**src/rtl/cache_controller.sv**
```systemverilog
// -----------------------------------------------------------------------------
// cache_controller
//
// Read-only, direct-mapped cache controller. The tag/valid/data arrays live
// outside this block: the controller drives an index and reads them back
// combinationally, and writes them through a single write strobe. Misses are
// refilled one word at a time from main memory with a request/valid handshake.
// A flush sweeps every line and clears its valid bit, one line per cycle.
//
// Address split: tag = iAddr[31:INDEX_WIDTH+2], index = iAddr[INDEX_WIDTH+1:2],
// iAddr[1:0] is ignored (word granularity).
//
// Optional feature: define CACHE_STATS_EN to build saturating hit/miss
// counters. Without it oHitCount/oMissCount are constant 0 and no counter
// registers exist.
//
// Ports
//   iCLK, iRST         clock, synchronous active-high reset
//   iReq, iAddr        CPU read request and byte address
//   iFlush             one-cycle pulse requesting invalidation of all lines
//   oReady             controller can accept a request this cycle
//   oRdValid, oRdData  registered read response (one-cycle pulse)
//   oArrIndex          line index presented to the arrays
//   iArrTag/V/Data     combinational array read of line oArrIndex
//   oArrWE             array write strobe
//   oArrTag/V/Data     array write values
//   oMemReq, oMemAddr  main-memory read request, held until iMemValid
//   iMemValid/Data     main-memory response
//   oFlushDone         one-cycle pulse at the end of a flush sweep
//   oHitCount          hit statistics counter
//   oMissCount         miss statistics counter
// -----------------------------------------------------------------------------
module cache_controller #(
  parameter int INDEX_WIDTH = 4,
  parameter int DATA_WIDTH  = 32
) (
  input  logic                    iCLK,
  input  logic                    iRST,
  input  logic                    iReq,
  input  logic [31:0]             iAddr,
  input  logic                    iFlush,
  output logic                    oReady,
  output logic                    oRdValid,
  output logic [DATA_WIDTH-1:0]   oRdData,
  output logic [INDEX_WIDTH-1:0]  oArrIndex,
  input  logic [29-INDEX_WIDTH:0] iArrTag,
  input  logic                    iArrV,
  input  logic [DATA_WIDTH-1:0]   iArrData,
  output logic                    oArrWE,
  output logic [29-INDEX_WIDTH:0] oArrTag,
  output logic                    oArrV,
  output logic [DATA_WIDTH-1:0]   oArrData,
  output logic                    oMemReq,
  output logic [31:0]             oMemAddr,
  input  logic                    iMemValid,
  input  logic [DATA_WIDTH-1:0]   iMemData,
  output logic                    oFlushDone,
  output logic [31:0]             oHitCount,
  output logic [31:0]             oMissCount
);

  localparam int TAG_WIDTH = 30 - INDEX_WIDTH;
  localparam logic [INDEX_WIDTH-1:0] LAST_INDEX = '1;

  typedef enum logic [1:0] {
    IDLE    = 2'd0,
    COMPARE = 2'd1,
    REFILL  = 2'd2,
    FLUSH   = 2'd3
  } state_t;

  state_t                 state_reg, state_next;
  logic [TAG_WIDTH-1:0]   tag_reg, tag_next;
  logic [INDEX_WIDTH-1:0] index_reg, index_next;
  logic [INDEX_WIDTH-1:0] flush_cnt_reg, flush_cnt_next;
  logic                   flush_pend_reg, flush_pend_next;
  logic                   rd_valid_reg, rd_valid_next;
  logic [DATA_WIDTH-1:0]  rd_data_reg, rd_data_next;
  logic                   mem_req_reg, mem_req_next;
  logic [31:0]            mem_addr_reg, mem_addr_next;
  logic                   flush_done_reg, flush_done_next;
  logic                   arr_we_raw;
  logic                   hit;

  // Byte-offset bits carry no information for a word cache.
  logic unused_addr_bits;
  assign unused_addr_bits = ^iAddr[1:0];

  // Lookup result for the latched request; only meaningful in COMPARE,
  // where oArrIndex selects the latched index.
  assign hit = iArrV && (iArrTag == tag_reg);

  // ---------------------------------------------------------------------------
  // State register and registered outputs
  // ---------------------------------------------------------------------------
  always_ff @(posedge iCLK) begin
    if (iRST) begin
      // Reset lands in FLUSH so every line is invalidated before the first
      // request can be accepted; an in-flight refill is simply dropped.
      state_reg      <= FLUSH;
      tag_reg        <= '0;
      index_reg      <= '0;
      flush_cnt_reg  <= '0;
      flush_pend_reg <= 1'b0;
      rd_valid_reg   <= 1'b0;
      rd_data_reg    <= '0;
      mem_req_reg    <= 1'b0;
      mem_addr_reg   <= '0;
      flush_done_reg <= 1'b0;
    end else begin
      state_reg      <= state_next;
      tag_reg        <= tag_next;
      index_reg      <= index_next;
      flush_cnt_reg  <= flush_cnt_next;
      flush_pend_reg <= flush_pend_next;
      rd_valid_reg   <= rd_valid_next;
      rd_data_reg    <= rd_data_next;
      mem_req_reg    <= mem_req_next;
      mem_addr_reg   <= mem_addr_next;
      flush_done_reg <= flush_done_next;
    end
  end

  // ---------------------------------------------------------------------------
  // Next-state and combinational outputs
  // ---------------------------------------------------------------------------
  always_comb begin
    state_next      = state_reg;
    tag_next        = tag_reg;
    index_next      = index_reg;
    flush_cnt_next  = flush_cnt_reg;
    flush_pend_next = flush_pend_reg;
    rd_valid_next   = 1'b0;
    rd_data_next    = rd_data_reg;
    mem_req_next    = mem_req_reg;
    mem_addr_next   = mem_addr_reg;
    flush_done_next = 1'b0;

    oReady     = 1'b0;
    oArrIndex  = index_reg;
    arr_we_raw = 1'b0;
    oArrTag    = tag_reg;
    oArrV      = 1'b0;
    oArrData   = iMemData;

    case (state_reg)
      IDLE: begin
        // A flush (pending or new) wins over a request. oReady is held low
        // in that case so iReq && oReady always means "accepted".
        if (flush_pend_reg || iFlush) begin
          state_next      = FLUSH;
          flush_cnt_next  = '0;
          flush_pend_next = 1'b0;
        end else begin
          oReady = 1'b1;
          if (iReq) begin
            tag_next   = iAddr[31:INDEX_WIDTH+2];
            index_next = iAddr[INDEX_WIDTH+1:2];
            state_next = COMPARE;
          end
        end
      end

      COMPARE: begin
        if (iFlush) begin
          flush_pend_next = 1'b1;
        end
        if (hit) begin
          rd_data_next  = iArrData;
          rd_valid_next = 1'b1;
          state_next    = IDLE;
        end else begin
          mem_req_next  = 1'b1;
          mem_addr_next = {tag_reg, index_reg, 2'b00};
          state_next    = REFILL;
        end
      end

      REFILL: begin
        // oMemReq/oMemAddr are registers and are not touched here, so they
        // stay stable until the response edge.
        if (iFlush) begin
          flush_pend_next = 1'b1;
        end
        if (mem_req_reg && iMemValid) begin
          arr_we_raw    = 1'b1;
          oArrTag       = tag_reg;
          oArrV         = 1'b1;
          oArrData      = iMemData;
          rd_data_next  = iMemData;
          rd_valid_next = 1'b1;
          mem_req_next  = 1'b0;
          state_next    = IDLE;
        end
      end

      FLUSH: begin
        // iFlush is deliberately ignored here: the sweep already covers it.
        oArrIndex  = flush_cnt_reg;
        arr_we_raw = 1'b1;
        oArrV      = 1'b0;
        if (flush_cnt_reg == LAST_INDEX) begin
          // Leave the counter parked at the last index; it is re-armed to 0
          // only when a new flush is entered from IDLE.
          flush_done_next = 1'b1;
          state_next      = IDLE;
        end else begin
          flush_cnt_next = flush_cnt_reg + 1'b1;
        end
      end

      default: begin
        state_next = FLUSH;
      end
    endcase
  end

  // The write strobe is suppressed while reset is asserted so that a refill
  // response coinciding with reset never reaches the arrays.
  assign oArrWE     = arr_we_raw && !iRST;
  assign oRdValid   = rd_valid_reg;
  assign oRdData    = rd_data_reg;
  assign oMemReq    = mem_req_reg;
  assign oMemAddr   = mem_addr_reg;
  assign oFlushDone = flush_done_reg;

  // ---------------------------------------------------------------------------
  // Hit/miss statistics
  // ---------------------------------------------------------------------------
`ifdef CACHE_STATS_EN
  // Slot 0 counts hits, slot 1 counts misses. Each saturates at all-ones and
  // is cleared only by reset.
  logic [1:0]  stat_inc;
  logic [31:0] stat_cnt_reg [2];

  assign stat_inc[0] = (state_reg == COMPARE) && hit;
  assign stat_inc[1] = (state_reg == COMPARE) && !hit;

  genvar gi;
  generate
    for (gi = 0; gi < 2; gi++) begin : g_stat
      always_ff @(posedge iCLK) begin
        if (iRST) begin
          stat_cnt_reg[gi] <= '0;
        end else if (stat_inc[gi] && (stat_cnt_reg[gi] != 32'hFFFF_FFFF)) begin
          stat_cnt_reg[gi] <= stat_cnt_reg[gi] + 32'd1;
        end
      end
    end
  endgenerate

  assign oHitCount  = stat_cnt_reg[0];
  assign oMissCount = stat_cnt_reg[1];
`else
  assign oHitCount  = '0;
  assign oMissCount = '0;
`endif

endmodule
```
**config.mk**
```make
export PLATFORM = sky130hd
export DESIGN_NAME = cache_controller
export DESIGN_NICKNAME = d
export VERILOG_FILES = /design/src/rtl/cache_controller.sv
export SDC_FILE = /design/constraint.sdc
export NUM_CORES = 1
export LEC_CHECK = 0
export CAP_MARGIN = 15
export CORE_AREA = 2 2 126 128
export CTS_BUF_LIST = sky130_fd_sc_hd__clkbuf_16
export CTS_CLUSTER_DIAMETER = 100
export DETAILED_ROUTE_END_ITERATION = 10
export DIE_AREA = 0 0 128 130
export DONT_BUFFER_PORTS = 1
export PLACE_DENSITY = 0.56
export SLEW_MARGIN = 20
export SYNTH_ARGS = -nofsm -noshare
export SYNTH_HDL_FRONTEND = slang
export SYNTH_SLANG_ARGS = --single-unit
```
**constraint.sdc**
```tcl
create_clock -name iCLK -period 3.65 [get_ports iCLK]
set_input_delay 0.1825 -clock iCLK [delete_from_list [all_inputs] [get_ports iCLK]]
set_output_delay 0.1825 -clock iCLK [all_outputs]
set_load 0.02 [all_outputs]
```
==> out/qor.txt, run 1 <==
Status: complete, no violations
Buffers on Ports: 0
Final min period: 2.69 ns
Hold buffers post-CTS: 35
ANT nets after route: 0
Tcrit/Tclk final: 73.7%
Number of global-route vias before repair: 4726
Setup violators final: 0
CTS sink count: 102
Most used DFF post-synth: dfxtp_1
Yosys cell types: 42
R2R Setup Slk: 0.96 ns
HP Class: input port to register
Vias: 5235
RSZ-0062 raised after global routing: no
Post-synth ARST share: 0%
Cell Chain, Critical Path: inv_1 > ha_1 > nor3b_2 > and2_1 > buf_4 > nand2_1 > a21oi_1 > dlygate4sd3_1
DP Area: 5960 um2
Initial DRC count: 285
CP Launch Type: register
Yosys warnings: 0
WP buf/inv: 3
LEAKAGE: 2.33 nW
Detailed-router iteration count before antenna repair: 4
Multiplexer area fraction after synthesis: 5.59%
Slew @ Worst Pin: 0.769 ns
Clock Tree Buf Depth: 2
Drt drc: 0
Critical Path RT: 3.95 ns
Layout fillers: 1593
Critical path capture point type: register
CORE AREA: 15400 um2
Final Hold Vio Count: 0
GRT Overall Usage: 20.1%
Setup CP Type: register to register
WL/cell: 17.4 um
Site Rows: 46
Max Slew Vio Count: 0
Post-Synthesis Cells: 832
TritonCTS buffer count: 9
Sequential-to-total area share from yosys stat: 32.0%
Area share of fa/ha/maj cells after synthesis: 0.980%
Slew margin rel.: 48.6%
CTS tree: done
Number of synthesized flops with an enable pin: 0
Fin area: 6620 um2
Syn Area/Cell: 7.67 um2
Peak supply drop: 0.000301 V
CP max-delay cell: nor3b_2
Post-Layout Cell Count: 990
Chip Width: 128 um
Setup TNS: 0 ns
CTS H-tree depth: 3
Max cap viols: 0
PostCTS Resize Cnt: 0
Worst stage delay on the critical path: 0.65 ns
Crit Path Max Fanout: 30
Area Overhead vs Synth: 3.78%
Critical path arrival: 2.99 ns
Later-pin clock latency in the skew report: 0.36 ns
Power density over cell area: 570 nW/um2
Share of cells above drive strength 1: 5.76%
XOR/XNOR Fraction of Synth Area: 3.57%
Pwr Total: 3.78 mW
Die area: 16600 um2
Largest net degree at the start of global routing: 63
Clock tree root driver cell: clkbuf_16
Final Skew: 0.0100 ns
Overflow after GRT: 0
Maximum clock rate: 0.372 GHz
First-pass GRT wire length: 26.3 mm
Initial Utilization: 41.4%
Clock-pin slew reported for the worst setup and hold paths after clock tree synthesis: 0.08 ns
Worst Hold Slack: 0.0199 ns
Simple-Gate Fraction of Synth Area: 28.5%
Io pins: 324
Yosys reg bits: 102
Synth Area in Compound Gates: 12.6%
Ant. Diodes: 0
Initial antenna violation count: 0
Die height: 130 um
Post-CTS Setup Inserts: 0
DRT Wirelength: 17.3 mm
Max FFs per register: 32
Cell family with most CP delay: buffers and inverters
Placed cells: 939
Largest family of logic cells by synthesized area: simple AND/OR/NAND/NOR gates
Post-DP HPWL: 11.2 mm
Routability cong.: 0.784
Fin nets: 926
Post-Synthesis Cell Area: 6380 um2
Routed vias/inst: 5.29
-- synth_stat cells (3+ instances only) --
library cell / count / area, um2
nor4_4: 3 / 63.8
inv_1: 6 / 22.5
buf_2: 5 / 25.0
a21oi_1: 68 / 340
buf_4: 99 / 743
nor3_1: 65 / 325
nor2_1: 66 / 248
o22ai_1: 32 / 200
nand3_1: 4 / 20.0
mux2i_1: 30 / 300
nand4_1: 37 / 231
buf_6: 6 / 67.6
mux2_2: 5 / 56.3
ha_1: 5 / 62.6
xnor2_1: 15 / 131
o21ai_1: 33 / 165
dfxtp_1: 102 / 2040
nand2b_1: 95 / 594
nand2_1: 69 / 259
xor2_1: 11 / 96.3
clkbuf_1: 53 / 199
-- per-layer routing --
layer,track usage [%],part of all wire (%),up-vias
li1,-,-,2596
met1,24.6,41,2431
met3,6.56,8.1,16
met2,34.3,50,192
met4,5.30,1.2,0
met5,0,0,-
-- final timing paths --
path         cells past startpoint            to         start
max reg2reg                      8    tag_reg[3]  state_reg[0]
max                              8    tag_reg[3]  state_reg[0]
min reg2reg                      2  index_reg[0]  index_reg[0]
min                              2  oMemAddr[13]          iRST
-- layout make-up --
cell class / count / area [um2] / share of cell area [%]
inverter: 7 / 26.3 / 0.397
clock buffer: 9 / 225 / 3.40
tap: 192 / 240 / 3.63
clock inverter: 7 / 78.8 / 1.19
multi-input combinational: 624 / 3530 / 53.3
timing repair buffer: 49 / 478 / 7.22
sequential: 102 / 2040 / 30.8
-- cells by family (layout without fill, tap and decap cells) --
logic type | after synthesis | in the layout
simple gates | 348 | 348
flops | 102 | 102
mux | 35 | 35
compound gates | 144 | 144
other cells | 1 | 66
buf+inv | 171 | 72
xor+xnor | 26 | 26
fa+ha+maj | 5 | 5
-- through the flow --
step	utilization, %	worst slack [ns]
detailed placement	38.6	1.30
global route	42.9	0.789
floorplan	-	1.75
CTS	42.9	0.947
finish	42.9	0.960
global placement	38.6	1.30
-- cell usage in the layout, fill, tap and decap left out, types with 2 or more instances in the layout --
| master | count |
|---|---|
| nand3_1 | 3 |
| buf_4 | 13 |
| a21oi_1 | 68 |
| nor3_1 | 65 |
| clkbuf_16 | 9 |
| o22ai_1 | 32 |
| dfxtp_1 | 102 |
| dlygate4sd3_1 | 34 |
| clkinv_8 | 2 |
| conb_1 | 66 |
| inv_6 | 2 |
| o21ai_1 | 33 |
| o21ai_0 | 2 |
| buf_12 | 2 |
| nand4_1 | 37 |
| nor2_1 | 66 |
| nand2b_1 | 95 |
| clkinv_4 | 2 |
| xor2_1 | 11 |
| xnor2_1 | 15 |
| nand2_1 | 69 |
| ha_1 | 4 |
| inv_1 | 6 |
| mux2_2 | 5 |
| a21o_1 | 2 |
| nor4_4 | 3 |
| mux2i_1 | 30 |
-- power by group --
group	switching [mW]	internal, mW
Sequential	0.383	1.30
Clock	0.478	0.487
Combinational	0.664	0.469
Note: power is estimated with default switching activity, not from simulation.
==> run 2, diff against run 1 <==
==> constraint.sdc (replaced) <==
create_clock -name iCLK -period 2.8 [get_ports iCLK]
set_input_delay 0.14 -clock iCLK [delete_from_list [all_inputs] [get_ports iCLK]]
set_output_delay 0.14 -clock iCLK [all_outputs]
set_load 0.02 [all_outputs]
==> out/qor.txt, run 2 (same netlist as run 1, synthesis figures left out) <==
Footprint of the multi-input gates: 3540 um2 (+0.18%)
Max FFs per register: 32 (unchanged)
CTS sink count: 102 (unchanged)
Clock network power share: 25.3% (-0.2 points)
Critical path capture point type: register
Fin area: 6830 um2 (+3.2%)
Slew margin rel.: 51.5% (+2.9 points)
Setup TNS: 0 ns (unchanged)
Initial DRC count: 288 (+1.1%)
Placed cells: 964 (+2.7%)
Hold path startpoint: iRST
Vias: 5372 (+2.6%)
Crit path from: state_reg[0]
Power density over cell area: 728 nW/um2 (+28%)
Later-pin clock latency in the skew report: 0.35 ns (about the same)
TritonCTS buffer count: 9 (unchanged)
Post-Layout Cell Count: 1015 (+2.5%)
DP Area: 6150 um2 (+3.1%)
Layout fillers: 1543 (-3.1%)
R2R Path End: tag_reg[2]
Buffers on Ports: 0 (unchanged)
Internal Pwr Total: 3.01 mW (+34%)
Worst stage delay on the critical path: 0.55 ns (-0.10 ns)
Crit Path Max Fanout: 30 (unchanged)
Final Hold Vio Count: 0 (unchanged)
ANT nets after route: 0 (unchanged)
Reg-to-reg startpoint: state_reg[0]
Share of cells above drive strength 1: 8.51% (+2.7 points)
Setup CP Type: register to register
CP Launch Type: register
Clock tree root driver cell: clkbuf_16
Sw Share: 39.4% (-0.94 points)
Switching power: 1.96 mW (+29%)
Slew @ Worst Pin: 0.728 ns (-0.0413 ns)
Most frequent cells in the layout: 102 x dfxtp_1, 95 x nand2b_1, 69 x nand2_1
DRT Wirelength: 18.0 mm (+4.4%)
Die area: 16600 um2 (unchanged)
Site Rows: 46 (unchanged)
Drt drc: 0 (unchanged)
Max Slew Vio Count: 0 (unchanged)
Ant. Diodes: 0 (unchanged)
Initial antenna violation count: 0 (unchanged)
Reg area: 2040 um2 (unchanged)
Largest net degree at the start of global routing: 118 (+87%)
R2R Setup Slk: 0.23 ns (-0.73 ns)
Critical Path RT: 3.10 ns (-0.85 ns)
Status: complete, no violations
Die height: 130 um (unchanged)
Final Util: 44.3% (+1.4 points)
CORE AREA: 15400 um2 (unchanged)
Setup violators final: 0 (unchanged)
Detailed-router iteration count before antenna repair: 5 (+1)
Clock Tree Buf Depth: 2 (unchanged)
Pwr Total: 4.98 mW (+32%)
GRT Overall Usage: 20.6% (+0.50 points)
Cell family with most CP delay: buffers and inverters
Routability cong.: 0.783 (-0.13%)
Final Skew: 0.00807 ns (-0.00196 ns)
Maximum clock rate: 0.390 GHz (+4.8%)
Comb pwr share: 31.1% (+1.1 points)
WL/cell: 17.7 um (+1.8%)
Final min period: 2.57 ns (-0.124 ns)
Overflow after GRT: 0 (unchanged)
CP max-delay cell: dlygate4sd3_1
Fin nets: 952 (+2.8%)
Chip Width: 128 um (unchanged)
WP buf/inv: 3 (unchanged)
Hold Crit Depth: 3 (+1)
Routed vias/inst: 5.29 (about the same)
Post-DP HPWL: 11.4 mm (+2.1%)
Initial Utilization: 41.4% (unchanged)
RSZ-0062 raised after global routing: no
Number of global-route vias before repair: 4911 (+3.9%)
Tcrit/Tclk final: 91.6% (+18 points)
Critical path arrival: 2.86 ns (-0.13 ns)
Peak supply drop: 0.000364 V (+21%)
CTS H-tree depth: 3 (unchanged)
Io pins: 324 (unchanged)
HP Class: input port to register
Worst Hold Endpoint: oRdData[23]
First-pass GRT wire length: 26.6 mm (+1.3%)
Clock-pin slew reported for the worst setup and hold paths after clock tree synthesis: 0.07 ns (about the same)
Seq pwr share: 43.5% (-1.0 points)
Commonest non-fill, non-tap cell in the layout: dfxtp_1
Post-CTS Setup Inserts: 0 (unchanged)
Worst reg2reg path depth: 8 (unchanged)
CTS tree: done
Cell Chain, Critical Path: inv_1 > ha_1 > nor3b_4 > and2_1 > buf_4 > nand2_1 > a21oi_1 > dlygate4sd3_1
Area Overhead vs Synth: 7.10%
LEAKAGE: 2.48 nW (+6.5%)
Max cap viols: 0 (unchanged)
[run 2: cell types whose count changed in the layout (fill, tap and decap cells not counted)]
cell       before  now
buf_12          2    1
buf_4          13   38
clkinv_1        0    1
clkinv_2        0    2
nor3b_2         1    0
buf_16          0    2
inv_8           1    0
nor3b_4         0    1
bufinv_16       0    1
clkinv_4        2    1
clkinv_8        2    0
inv_6           2    1
[run 2: worst reg2reg max path: stages, from the launching register on]
cell	delay (ns)
dfxtp_1	0.33
inv_1	0.11
ha_1	0.26
nor3b_4	0.50
and2_1	0.20
buf_4	0.32
nand2_1	0.12
a21oi_1	0.12
dlygate4sd3_1	0.55
[run 2: layout make-up]
cell class,count,area share (%)
clock buffers,9,3.30
clock inverters,6,0.897
inverters,7,0.384
multi-input cells,624,51.8
flip-flops and latches,102,29.9
well taps,192,3.52
repair buffers,75,10.3
[run 2: worst max path at each step]
stage                               to  slack, ns  depth (start not counted)
after global placement    oMemAddr[16]       0.37                          6
after global routing        tag_reg[2]       0.03                          8
after detailed placement  oMemAddr[20]       0.33                          6
after CTS                   tag_reg[2]       0.12                          8
final                       tag_reg[2]       0.23                          8
after floorplan             oRdData[0]       0.90                          7
[run 2: per-layer routing]
layer	vias to the layer above	global-route usage [%]	share of wire, %
met3	23	5.82	7.1
met5	-	0	0
met4	0	7.43	2.1
li1	2646	-	-
met1	2489	24.3	42
met2	214	36.0	49
[run 2: metrics by stage]
stage	setup WS, ns	hold WS [ns]
after floorplan	0.905	0.276
after global placement	0.369	0.220
after detailed placement	0.334	0.220
after CTS	0.125	0.00271
after global routing	0.0298	0.00994
final	0.234	0.00674
[run 2: power by group through the flow]
stage	clock network [mW]	registers, mW	logic (mW)
floorplan	0	2.13	1.38
global placement	0	2.20	1.42
detailed placement	0	2.20	1.44
CTS	1.30	2.17	1.52
global route	1.35	2.20	1.72
finish	1.26	2.17	1.55
[run 2: what timing repair did]
item	CTS	global route
hold endpoints to repair	88	0
resized for setup	0	1
setup endpoints to repair	0	1
hold buffers	35	0
==> run 3, diff against run 2 <==
--- a/config.mk
+++ b/config.mk
@@ -6,13 +6,13 @@
 export NUM_CORES = 1
 export LEC_CHECK = 0
 export CAP_MARGIN = 15
-export CORE_AREA = 2 2 126 128
+export CORE_UTILIZATION = 40
 export CTS_BUF_LIST = sky130_fd_sc_hd__clkbuf_16
 export CTS_CLUSTER_DIAMETER = 100
 export DETAILED_ROUTE_END_ITERATION = 10
-export DIE_AREA = 0 0 128 130
 export DONT_BUFFER_PORTS = 1
-export PLACE_DENSITY = 0.56
+export PLACE_DENSITY = 0.54
+export REMOVE_ABC_BUFFERS = 1
 export SLEW_MARGIN = 20
 export SYNTH_ARGS = -nofsm -noshare
 export SYNTH_HDL_FRONTEND = slang
==> out/qor.txt, run 3 (same netlist as run 1, synthesis figures left out) <==
Hold Crit Depth: 3 (unchanged)
Final min period: 2.54 ns (-0.0237 ns)
Post-DP HPWL: 11.6 mm (+1.4%)
RSZ-0062 raised after global routing: no
Initial DRC count: 308 (+6.9%)
Post-Layout Cell Count: 1029 (+1.4%)
Max Slew Vio Count: 0 (unchanged)
Routed vias/inst: 5.37 (+1.4%)
ANT nets after route: 0 (unchanged)
Drt drc: 0 (unchanged)
Later-pin clock latency in the skew report: 0.35 ns (about the same)
WL/cell: 17.8 um (about the same)
Final Skew: 0.0145 ns (+0.00643 ns)
DP Area: 6130 um2 (-0.31%)
GRT Overall Usage: 21.5% (+0.89 points)
R2R Path End: tag_reg[20]
Die area: 16500 um2 (-1.1%)
Reg-to-reg startpoint: state_reg[0]
HP Class: input port to register
Max FFs per register: 32 (unchanged)
Slew margin rel.: 41.9% (-9.5 points)
Worst reg2reg path depth: 8 (unchanged)
Pwr Total: 5.05 mW (+1.6%)
Clock network power share: 26.3% (+1.0 points)
Overflow after GRT: 0 (unchanged)
Clock Tree Buf Depth: 2 (unchanged)
Detailed-router iteration count before antenna repair: 5 (unchanged)
CORE AREA: 15400 um2 (-0.35%)
Comb pwr share: 30.6% (-0.5 points)
Critical path arrival: 2.84 ns (-0.02 ns)
Post-Place Setup Slack: 0.427 ns (+0.0931 ns)
Sw Share: 40.0% (+0.56 points)
Largest net degree at the start of global routing: 116 (-1.7%)
Final Hold Vio Count: 0 (unchanged)
Final worst slack: 0.258 ns (+0.0237 ns)
LEAKAGE: 2.44 nW (-1.6%)
Share of cells above drive strength 1: 8.19% (-0.31 points)
CTS sink count: 102 (unchanged)
Number of global-route vias before repair: 5186 (+5.6%)
Ant. Diodes: 0 (unchanged)
First-pass GRT wire length: 27.1 mm (+1.6%)
Status: complete, no violations
CP Launch Type: register
Peak supply drop: 0.000328 V (-10%)
Clock-pin slew reported for the worst setup and hold paths after clock tree synthesis: 0.08 ns (about the same)
Routability cong.: 0.770 (-1.6%)
Worst Hold Slack: 0.00926 ns (+0.00252 ns)
Fin nets: 946 (-0.63%)
CTS H-tree depth: 3 (unchanged)
Max cap viols: 0 (unchanged)
Power density over cell area: 742 nW/um2 (+2.0%)
Worst Hold Endpoint: oRdData[11]
DRT Wirelength: 18.3 mm (+1.4%)
Critical path capture point type: register
Die height: 128 um (-1.3%)
Slew @ Worst Pin: 0.869 ns (+0.141 ns)
R2R Setup Slk: 0.26 ns (+0.02 ns)
Placed cells: 979 (+1.6%)
Area Overhead vs Synth: 6.69%
Hold path startpoint: iRST
Vias: 5523 (+2.8%)
Most frequent cells in the layout: 102 x dfxtp_1, 95 x nand2b_1, 69 x nand2_1
Chip Width: 128 um (+0.24%)
Tcrit/Tclk final: 90.8% (-0.85 points)
Setup TNS: 0 ns (unchanged)
Fin area: 6810 um2 (-0.38%)
Maximum clock rate: 0.393 GHz (+0.93%)
Initial antenna violation count: 1 (+1)
Critical Path RT: 3.10 ns (about the same)
Io pins: 324 (unchanged)
Layout fillers: 1538 (-0.32%)
Internal Pwr Total: 3.03 mW (+0.64%)
Final Util: 44.3% (about the same)
Setup CP Type: register to register
Commonest non-fill, non-tap cell in the layout: dfxtp_1
CTS tree: done
Crit Path Max Fanout: 30 (unchanged)
Buffers on Ports: 0 (unchanged)
TritonCTS buffer count: 9 (unchanged)
Initial Utilization: 41.5% (+0.14 points)
Site Rows: 45 (-2.2%)
Clock tree root driver cell: clkbuf_16
Seq pwr share: 43.1% (-0.4 points)
Switching power: 2.02 mW (+3.0%)
Setup violators final: 0 (unchanged)
-- run 3: cell types whose count changed in the layout (fill, tap and decap cells not counted) --
| cell | before | now |
|---|---|---|
| inv_6 | 1 | 2 |
| clkinv_8 | 0 | 1 |
| clkinvlp_4 | 0 | 1 |
| buf_12 | 1 | 0 |
| clkinv_2 | 2 | 0 |
| inv_8 | 0 | 1 |
| dlygate4sd3_1 | 34 | 33 |
| buf_4 | 38 | 35 |
| buf_16 | 2 | 1 |
| clkinv_1 | 1 | 0 |
-- run 3: power by group through the flow --
stage	registers (mW)	clock network (mW)	logic, mW
after floorplan	2.13	0	1.16
final	2.18	1.33	1.55
after global routing	2.21	1.43	1.72
after CTS	2.18	1.37	1.55
after global placement	2.20	0	1.43
after detailed placement	2.22	0	1.47
-- run 3: critical path, cell delays in order (launching register included) --
cell,delay [ns]
dfxtp_1,0.33
inv_1,0.11
ha_1,0.24
nor3b_4,0.50
and2_1,0.21
buf_4,0.32
nand2_1,0.09
a21oi_1,0.12
dlygate4sd3_1,0.55
-- run 3: final cells by class --
cell class	count	area, um2	area share (%)
inverter	7	26.3	0.386
timing repair buffer	69	621	9.12
clock inverter	7	91.3	1.34
sequential	102	2040	30.0
tap	211	264	3.88
clock buffer	9	225	3.31
multi-input combinational	624	3540	52.0
-- run 3: timing repair --
| action | 4_1_cts | 5_1_grt |
|---|---|---|
| setup endpoints to repair | 0 | 1 |
| gates resized for setup | 0 | 1 |
| endpoints found under the hold margin | 86 | 0 |
| setup buffers | 0 | 0 |
| hold buffers | 34 | 0 |
-- run 3: worst max path at each step --
stage | from | to | slack, ns | cells past startpoint
final | state_reg[0] | tag_reg[20] | 0.26 | 8
after global routing | state_reg[0] | tag_reg[20] | 0.12 | 8
after CTS | state_reg[0] | tag_reg[20] | 0.12 | 8
after detailed placement | tag_reg[16] | oMemAddr[7] | 0.43 | 6
after global placement | tag_reg[16] | oMemAddr[14] | 0.49 | 6
after floorplan | state_reg[1] | oRdData[0] | -0.82 | 6
-- run 3: metal layers --
metal	vias up	share of wire, %	GRT usage [%]
li1	2633	-	-
met1	2597	40	25.2
met2	276	49	37.6
met3	17	9.3	5.76
met4	0	1.5	7.68
met5	-	0	0
